## config.mk

```make
export PLATFORM = sky130hd
export DESIGN_NAME = microc_stk_flat
export DESIGN_NICKNAME = d
export VERILOG_FILES = /design/src/rtl/microc_stk_if.sv /design/src/rtl/microc_stk.sv /design/src/flat_wrapper.sv
export SDC_FILE = /design/constraint.sdc
export NUM_CORES = 1
export LEC_CHECK = 0
export ABC_AREA = 0
export ABC_CLOCK_PERIOD_IN_PS = 5250
export CORE_UTILIZATION = 40
export DETAILED_ROUTE_END_ITERATION = 6
export PLACE_DENSITY_LB_ADDON = 0.1
export SLEW_MARGIN = 30
export SYNTH_ARGS = -nofsm -noshare
export SYNTH_HDL_FRONTEND = slang
export SYNTH_SLANG_ARGS = --single-unit
```

## constraint.sdc

```tcl
create_clock -name clk -period 5.25 [get_ports clk]
set_input_delay 1.05 -clock clk [delete_from_list [all_inputs] [get_ports clk]]
set_output_delay 1.05 -clock clk [all_outputs]
set_load 0.01 [all_outputs]
```

## src/rtl/microc_stk_if.sv

```systemverilog
// Bus bundle between the microc_stk core, its combinational instruction memory
// and the output-port consumer.
interface microc_stk_if #(
    parameter int DATA_W = 8,
    parameter int PC_W   = 10
) ();
    logic [PC_W-1:0]   instr_addr;
    logic [15:0]       instr;
    logic [5:0]        opcode;
    logic              z;
    logic [DATA_W-1:0] out_data;
    logic              out_valid;
    logic              out_ready;
    logic              stack_err;

    modport master (
        output instr_addr, opcode, z, out_data, out_valid, stack_err,
        input  instr, out_ready
    );

    modport slave (
        input  instr_addr, opcode, z, out_data, out_valid, stack_err,
        output instr, out_ready
    );
endinterface

```

## src/rtl/microc_stk.sv

```systemverilog
// Single-cycle microcontroller core: PC, 16-entry register file, ALU with zero
// flag, hardware return stack (jal/ret) and a stalling valid/ready output port.
module microc_stk #(
    parameter int DATA_W      = 8,
    parameter int PC_W        = 10,
    parameter int STACK_DEPTH = 4
) (
    input  logic         clk,
    input  logic         reset,
    microc_stk_if.master bus
);
    // sp counts 0..STACK_DEPTH; the stack array is padded to the full sp range.
    localparam int SP_W  = $clog2(STACK_DEPTH + 1);
    localparam int STK_N = 1 << SP_W;

    logic [PC_W-1:0]   pc_q, pc_d;
    logic [DATA_W-1:0] regs_q [16];
    logic [DATA_W-1:0] regs_d [16];
    logic              z_q, z_d;
    logic [SP_W-1:0]   sp_q, sp_d;
    logic [PC_W-1:0]   stack_q [STK_N];
    logic [PC_W-1:0]   stack_d [STK_N];
    logic              err_q, err_d;

    logic [3:0]        ra_s, rb_s, rd_s;
    logic [2:0]        op_s;
    logic [DATA_W-1:0] a_s, b_s, alu_s, imm_s;
    logic [PC_W-1:0]   pc_inc_s, target_s;
    logic [SP_W-1:0]   sp_dec_s;
    logic              is_out_s, stack_full_s, stack_empty_s;

    assign ra_s     = bus.instr[11:8];
    assign rb_s     = bus.instr[7:4];
    assign rd_s     = bus.instr[3:0];
    assign op_s     = bus.instr[14:12];
    assign a_s      = (ra_s == 4'd0) ? {DATA_W{1'b0}} : regs_q[ra_s];
    assign b_s      = (rb_s == 4'd0) ? {DATA_W{1'b0}} : regs_q[rb_s];
    assign pc_inc_s = pc_q + PC_W'(1'b1);
    assign target_s = bus.instr[PC_W-1:0];
    assign sp_dec_s = sp_q - SP_W'(1'b1);

    assign is_out_s      = (bus.instr[15:12] == 4'b0010);
    assign stack_full_s  = (sp_q == SP_W'(STACK_DEPTH));
    assign stack_empty_s = (sp_q == {SP_W{1'b0}});

    generate
        if (DATA_W >= 8) begin : g_imm_zext
            assign imm_s = DATA_W'(bus.instr[11:4]);
        end else begin : g_imm_trunc
            assign imm_s = bus.instr[4 +: DATA_W];
        end
    endgenerate

    assign bus.instr_addr = pc_q;
    assign bus.opcode     = bus.instr[15:10];
    assign bus.z          = z_q;
    assign bus.stack_err  = err_q;
    assign bus.out_data   = a_s;
    // Masked during reset so a reset cycle can never look like a transfer.
    assign bus.out_valid  = is_out_s & ~reset;

    // ALU datapath
    always_comb begin
        alu_s = {DATA_W{1'b0}};
        case (op_s)
            3'd0:    alu_s = a_s + b_s;
            3'd1:    alu_s = a_s & b_s;
            3'd2:    alu_s = a_s | b_s;
            3'd3:    alu_s = a_s - b_s;
            3'd4:    alu_s = a_s ^ b_s;
            3'd5:    alu_s = ~a_s;
            3'd6:    alu_s = a_s;
            3'd7:    alu_s = {a_s[DATA_W-2:0], 1'b0};
            default: alu_s = {DATA_W{1'b0}};
        endcase
    end

    // Instruction decode and next-state computation
    always_comb begin
        pc_d    = pc_inc_s;
        regs_d  = regs_q;
        z_d     = z_q;
        sp_d    = sp_q;
        stack_d = stack_q;
        err_d   = err_q;
        casez (bus.instr[15:10])
            6'b1?????: begin
                z_d = (alu_s == {DATA_W{1'b0}});
                if (rd_s != 4'd0) regs_d[rd_s] = alu_s;
                else              regs_d[0]    = {DATA_W{1'b0}};
            end
            6'b0001??: begin
                if (rd_s != 4'd0) regs_d[rd_s] = imm_s;
                else              regs_d[0]    = {DATA_W{1'b0}};
            end
            6'b0010??: begin
                if (bus.out_ready) pc_d = pc_inc_s;
                else               pc_d = pc_q;
            end
            6'b010000: pc_d = target_s;
            6'b010001: begin
                if (z_q) pc_d = target_s;
                else     pc_d = pc_inc_s;
            end
            6'b010010: begin
                if (!z_q) pc_d = target_s;
                else      pc_d = pc_inc_s;
            end
            6'b010011: begin
                if (stack_full_s) begin
                    err_d = 1'b1;
                end else begin
                    stack_d[sp_q] = pc_inc_s;
                    sp_d          = sp_q + SP_W'(1'b1);
                    pc_d          = target_s;
                end
            end
            6'b010100: begin
                if (stack_empty_s) begin
                    err_d = 1'b1;
                end else begin
                    sp_d = sp_dec_s;
                    pc_d = stack_q[sp_dec_s];
                end
            end
            default: pc_d = pc_inc_s;
        endcase
    end

    // Architectural state update
    always_ff @(posedge clk) begin
        if (reset) begin
            pc_q  <= {PC_W{1'b0}};
            z_q   <= 1'b0;
            sp_q  <= {SP_W{1'b0}};
            err_q <= 1'b0;
            for (int i = 0; i < 16; i++) regs_q[i] <= {DATA_W{1'b0}};
            for (int j = 0; j < STK_N; j++) stack_q[j] <= {PC_W{1'b0}};
        end else begin
            pc_q    <= pc_d;
            z_q     <= z_d;
            sp_q    <= sp_d;
            err_q   <= err_d;
            regs_q  <= regs_d;
            stack_q <= stack_d;
        end
    end
endmodule
```

## src/flat_wrapper.sv

```systemverilog
// flat-port wrapper written by rule: the top's interface ports become plain ports
module microc_stk_flat 
#(
    parameter int DATA_W      = 8,
    parameter int PC_W        = 10,
    parameter int STACK_DEPTH = 4
)
  (clk, reset, bus_instr_addr, bus_opcode, bus_z, bus_out_data, bus_out_valid, bus_stack_err, bus_instr, bus_out_ready);
  microc_stk_if #(.DATA_W(DATA_W), .PC_W(PC_W)) bus_i ();
  input  logic clk;
  input  logic reset;
  output wire logic [$bits(bus_i.instr_addr)-1:0] bus_instr_addr;
  output wire logic [$bits(bus_i.opcode)-1:0] bus_opcode;
  output wire logic [$bits(bus_i.z)-1:0] bus_z;
  output wire logic [$bits(bus_i.out_data)-1:0] bus_out_data;
  output wire logic [$bits(bus_i.out_valid)-1:0] bus_out_valid;
  output wire logic [$bits(bus_i.stack_err)-1:0] bus_stack_err;
  input wire logic [$bits(bus_i.instr)-1:0] bus_instr;
  input wire logic [$bits(bus_i.out_ready)-1:0] bus_out_ready;
  assign bus_instr_addr = bus_i.instr_addr;
  assign bus_opcode = bus_i.opcode;
  assign bus_z = bus_i.z;
  assign bus_out_data = bus_i.out_data;
  assign bus_out_valid = bus_i.out_valid;
  assign bus_stack_err = bus_i.stack_err;
  assign bus_i.instr = bus_instr;
  assign bus_i.out_ready = bus_out_ready;
  microc_stk #(.DATA_W(DATA_W), .PC_W(PC_W), .STACK_DEPTH(STACK_DEPTH)) u_core (.clk(clk), .reset(reset), .bus(bus_i));
endmodule
```

==> key figures <==
Run status
  – Status: finished clean

Pwr
  – Leak Pwr: slightly below 5 nW
  – Clock power frac: approximately 46%
  – Pwr dens: between 200 and 300 nW/um^2
  – Combinational power share: 13.9%
  – Sw Ratio: 26.1%
  – Worst vdd ir: approximately 210 uV
  – Internal Pwr Total: a little over 3 mW
  – Psw: between 1 and 1.5 mW
  – Share of power burned in registers: approximately two fifths

Placement
  – Post-DP HPWL: about 27 mm
  – Minimum setup slack after placement: -0.119 ns
  – Port bufs: 45
  – Placer Congestion: ~0.85

Final layout
  – Storage cell area: between 4000 and 5000 um^2
  – Nets: 1439
  – Multi-input gate area: 7190 um^2
  – Utilization after layout: about 47%
  – Area Growth Syn to Fin: 16.3%
  – # fillers: 2842
  – # diodes: 0
  – Share of cells above drive strength 1: between 10% and 20%

Global routing
  – Pin count of the biggest net entering global routing: roughly 100
  – GR peak layer: met2
  – Vias in the first global route: around 9700
  – Global-route wire length before repair: between 60 and 70 mm
  – Total congestion overflow: 0
  – GRT Resource Usage Total: 25.4%
  – Global Route met2 Usage: around two fifths
  – Met1 usage: about 37%
  – Antenna violations before repair: 0
  – Met3 Usage GRT: 3.47%

Synth
  – Top cells by area, synth: dfxtp_1, mux4_2, a211oi_1, nor2_1, nand2_1
  – Post-synth top flop: dfxtp_1
  – Synth Warn #: 0
  – Yosys top cell area share: between 30% and 40%
  – Unique masters post-synth: 74
  – Number of synthesized register bits: between 200 and 250
  – Area of the mapped netlist: between 10000 and 15000 um^2
  – Mapped Nets: 1387
  – Syn Area/Cell: approximately 9.0 um^2
  – Post-synth EDFFs: 0
  – Post-synth top cells: dfxtp_1, nor2_1, nand2_1
  – Most frequent cell after synthesis: dfxtp_1
  – Synth area leader: dfxtp_1
  – Seq/Total Area, Yosys: 35.6%
  – Asr flop ratio synth: 0%
  – Syn Inst Count: roughly 1300

Clock network
  – CTS sink cnt: 215
  – Total CTS buffers: 26
  – Skew-Pair Late Insertion Delay: around 0.54 ns
  – H-tree level count: 1
  – CTS tree: yes
  – Hold buffer count at CTS: 0
  – CTS Buffer Depth: 3
  – Post-CTS Setup Bufs: 0
  – Clock root buffer master: clkbuf_16
  – Worst-path clk slew: about 0.06 ns
  – Post_cts resized: 0

Floorplan
  – # rows: 63
  – Die extent in x: roughly 180 um
  – Initial Util: roughly two fifths
  – Die extent in y: around 180 um
  – I/O pin cnt: 46
  – Full die area: 31000 um^2
  – Core area: 29700 um^2

Route
  – Total Wirelength: between 30 and 40 mm
  – Drt pass-1 iters: 6
  – DR vias: 10500
  – DRT iter0 DRCs: 854
  – Detailed-route wire length per cell: about 22 um
  – Avg Vias per Cell: 5.84
  – ANT nets after route: 0
  – Detailed-route DRC error count: 0

STA
  – Clock Skews: 0.0183 ns
  – RSZ-0062 raised after global routing: false
  – Tcrit/Tclk final: between 90% and 100%
  – Fmax: just over 200 MHz
  – Setup violators final: 0
  – Rel. slew slack: roughly 34%
  – Min Hold Slack: about 0.45 ns
  – Worst-Margin Slew: between 0.9 and 1 ns
  – Fin crit period: between 4 and 5 ns
  – Pins Over Slew Limit: 0
  – Slack of the critical path: approximately 0.42 ns
  – Final-report hold violation count: 0

Worst setup path
  – Crit Path Class: input port to flop
  – R2r startpoint: u_core.regs_q[0]$_SDFFE_PP0P_
  – Critical Path Source: bus_instr[6]
  – R2R depth: 17
  – Worst path required time: around 5.7 ns
  – Crit path launch type: input port
  – CP Max Fanout: 15
  – CP endpoint kind: flop
  – Crit path DAT: between 5 and 6 ns

Hold path
  – Hold WC Path Type: flop to flop
  – Hold path cells: 2
  – Hold_sp: u_core.bus.stack_err$_SDFFE_PP0P_

Job
  – Max-cap violations: 0
flip-flops by register name, summed over array words and instances, names as in the netlist:
register,flops
u_core.bus.instr_addr,10
u_core.bus.stack_err,1
u_core.bus.z,1
u_core.regs_q,120
u_core.sp_q,3
u_core.stack_q,80
logic make-up after synthesis:
family,share of synthesized area (%)
simple gates,17.9
compound gates,18.9
flops,35.6
buf+inv,5.12
mux,17.7
fa+ha+maj,3.06
xor+xnor,1.71
power groups by stage:
stage / combinational, mW / sequential [mW] / clock [mW]
global placement: 0.569 / 1.71 / 0
detailed placement: 0.571 / 1.71 / 0
floorplan: 0.362 / 1.70 / 0
CTS: 0.573 / 1.68 / 1.90
global route: 0.620 / 1.68 / 1.97
finish: 0.574 / 1.68 / 1.88
per-stage QoR:
stage / setup TNS, ns / total power, mW / instance area (um^2) / instances
after CTS: 0 / 4.15 / 14100 / 1801
after detailed placement: -1.27 / 2.28 / 13200 / 1753
final: 0 / 4.13 / 14100 / 1801
after global placement: -0.0987 / 2.28 / 13200 / 1753
after global routing: 0 / 4.27 / 14100 / 1801
after floorplan: 0 / 2.07 / 12100 / 1339
worst max-delay path, cell delays in order:
cell and delay, ns:
clkdlybuf4s50_1 0.46, buf_4 0.16, mux2_2 0.34, a221oi_1 0.30
nor2_1 0.09, a21boi_0 0.36, ha_1 0.24, nor2_1 0.06
xor2_1 0.16, ha_1 0.32, nor2_1 0.15, a211oi_1 0.07
o21a_1 0.18, o21ai_0 0.23, a221oi_1 0.11, or3_1 0.40
o21a_1 0.23, buf_12 0.16, a211oi_1 0.21
layout make-up:
class	instances	area share [%]
clock buffers	45	5.92
clock inverters	3	0.462
inverters	32	0.853
multi-input cells	992	51.1
flip-flops and latches	215	30.6
well taps	390	3.47
repair buffers	124	7.66
per-layer routing:
metal,share of wire (%),up-vias
li1,-,5024
met1,47,5107
met2,44,327
met3,5.8,58
met4,2.2,0
met5,0,-
placed cells by master, fill, tap and decap left out, drive strengths merged, types with 33 or more instances in the layout:
cell / count
nand2: 150
mux4: 63
nand3b: 35
o21ai: 84
mux2: 33
nor2: 160
dfxtp: 215
clkbuf: 45
clkdlybuf4s50: 40
a21oi: 94
buf: 84
a211oi: 97
path summary, 6_finish.rpt:
path / to / slack, ns
min reg2reg: u_core.bus.stack_err$_SDFFE_PP0P_ / 0.45
max: u_core.regs_q[61]$_SDFFE_PP0P_ / 0.42
max reg2reg: u_core.regs_q[61]$_SDFFE_PP0P_ / 1.16
min: u_core.bus.stack_err$_SDFFE_PP0P_ / 0.45
No activity file was read; power rests on OpenSTA's default activity.
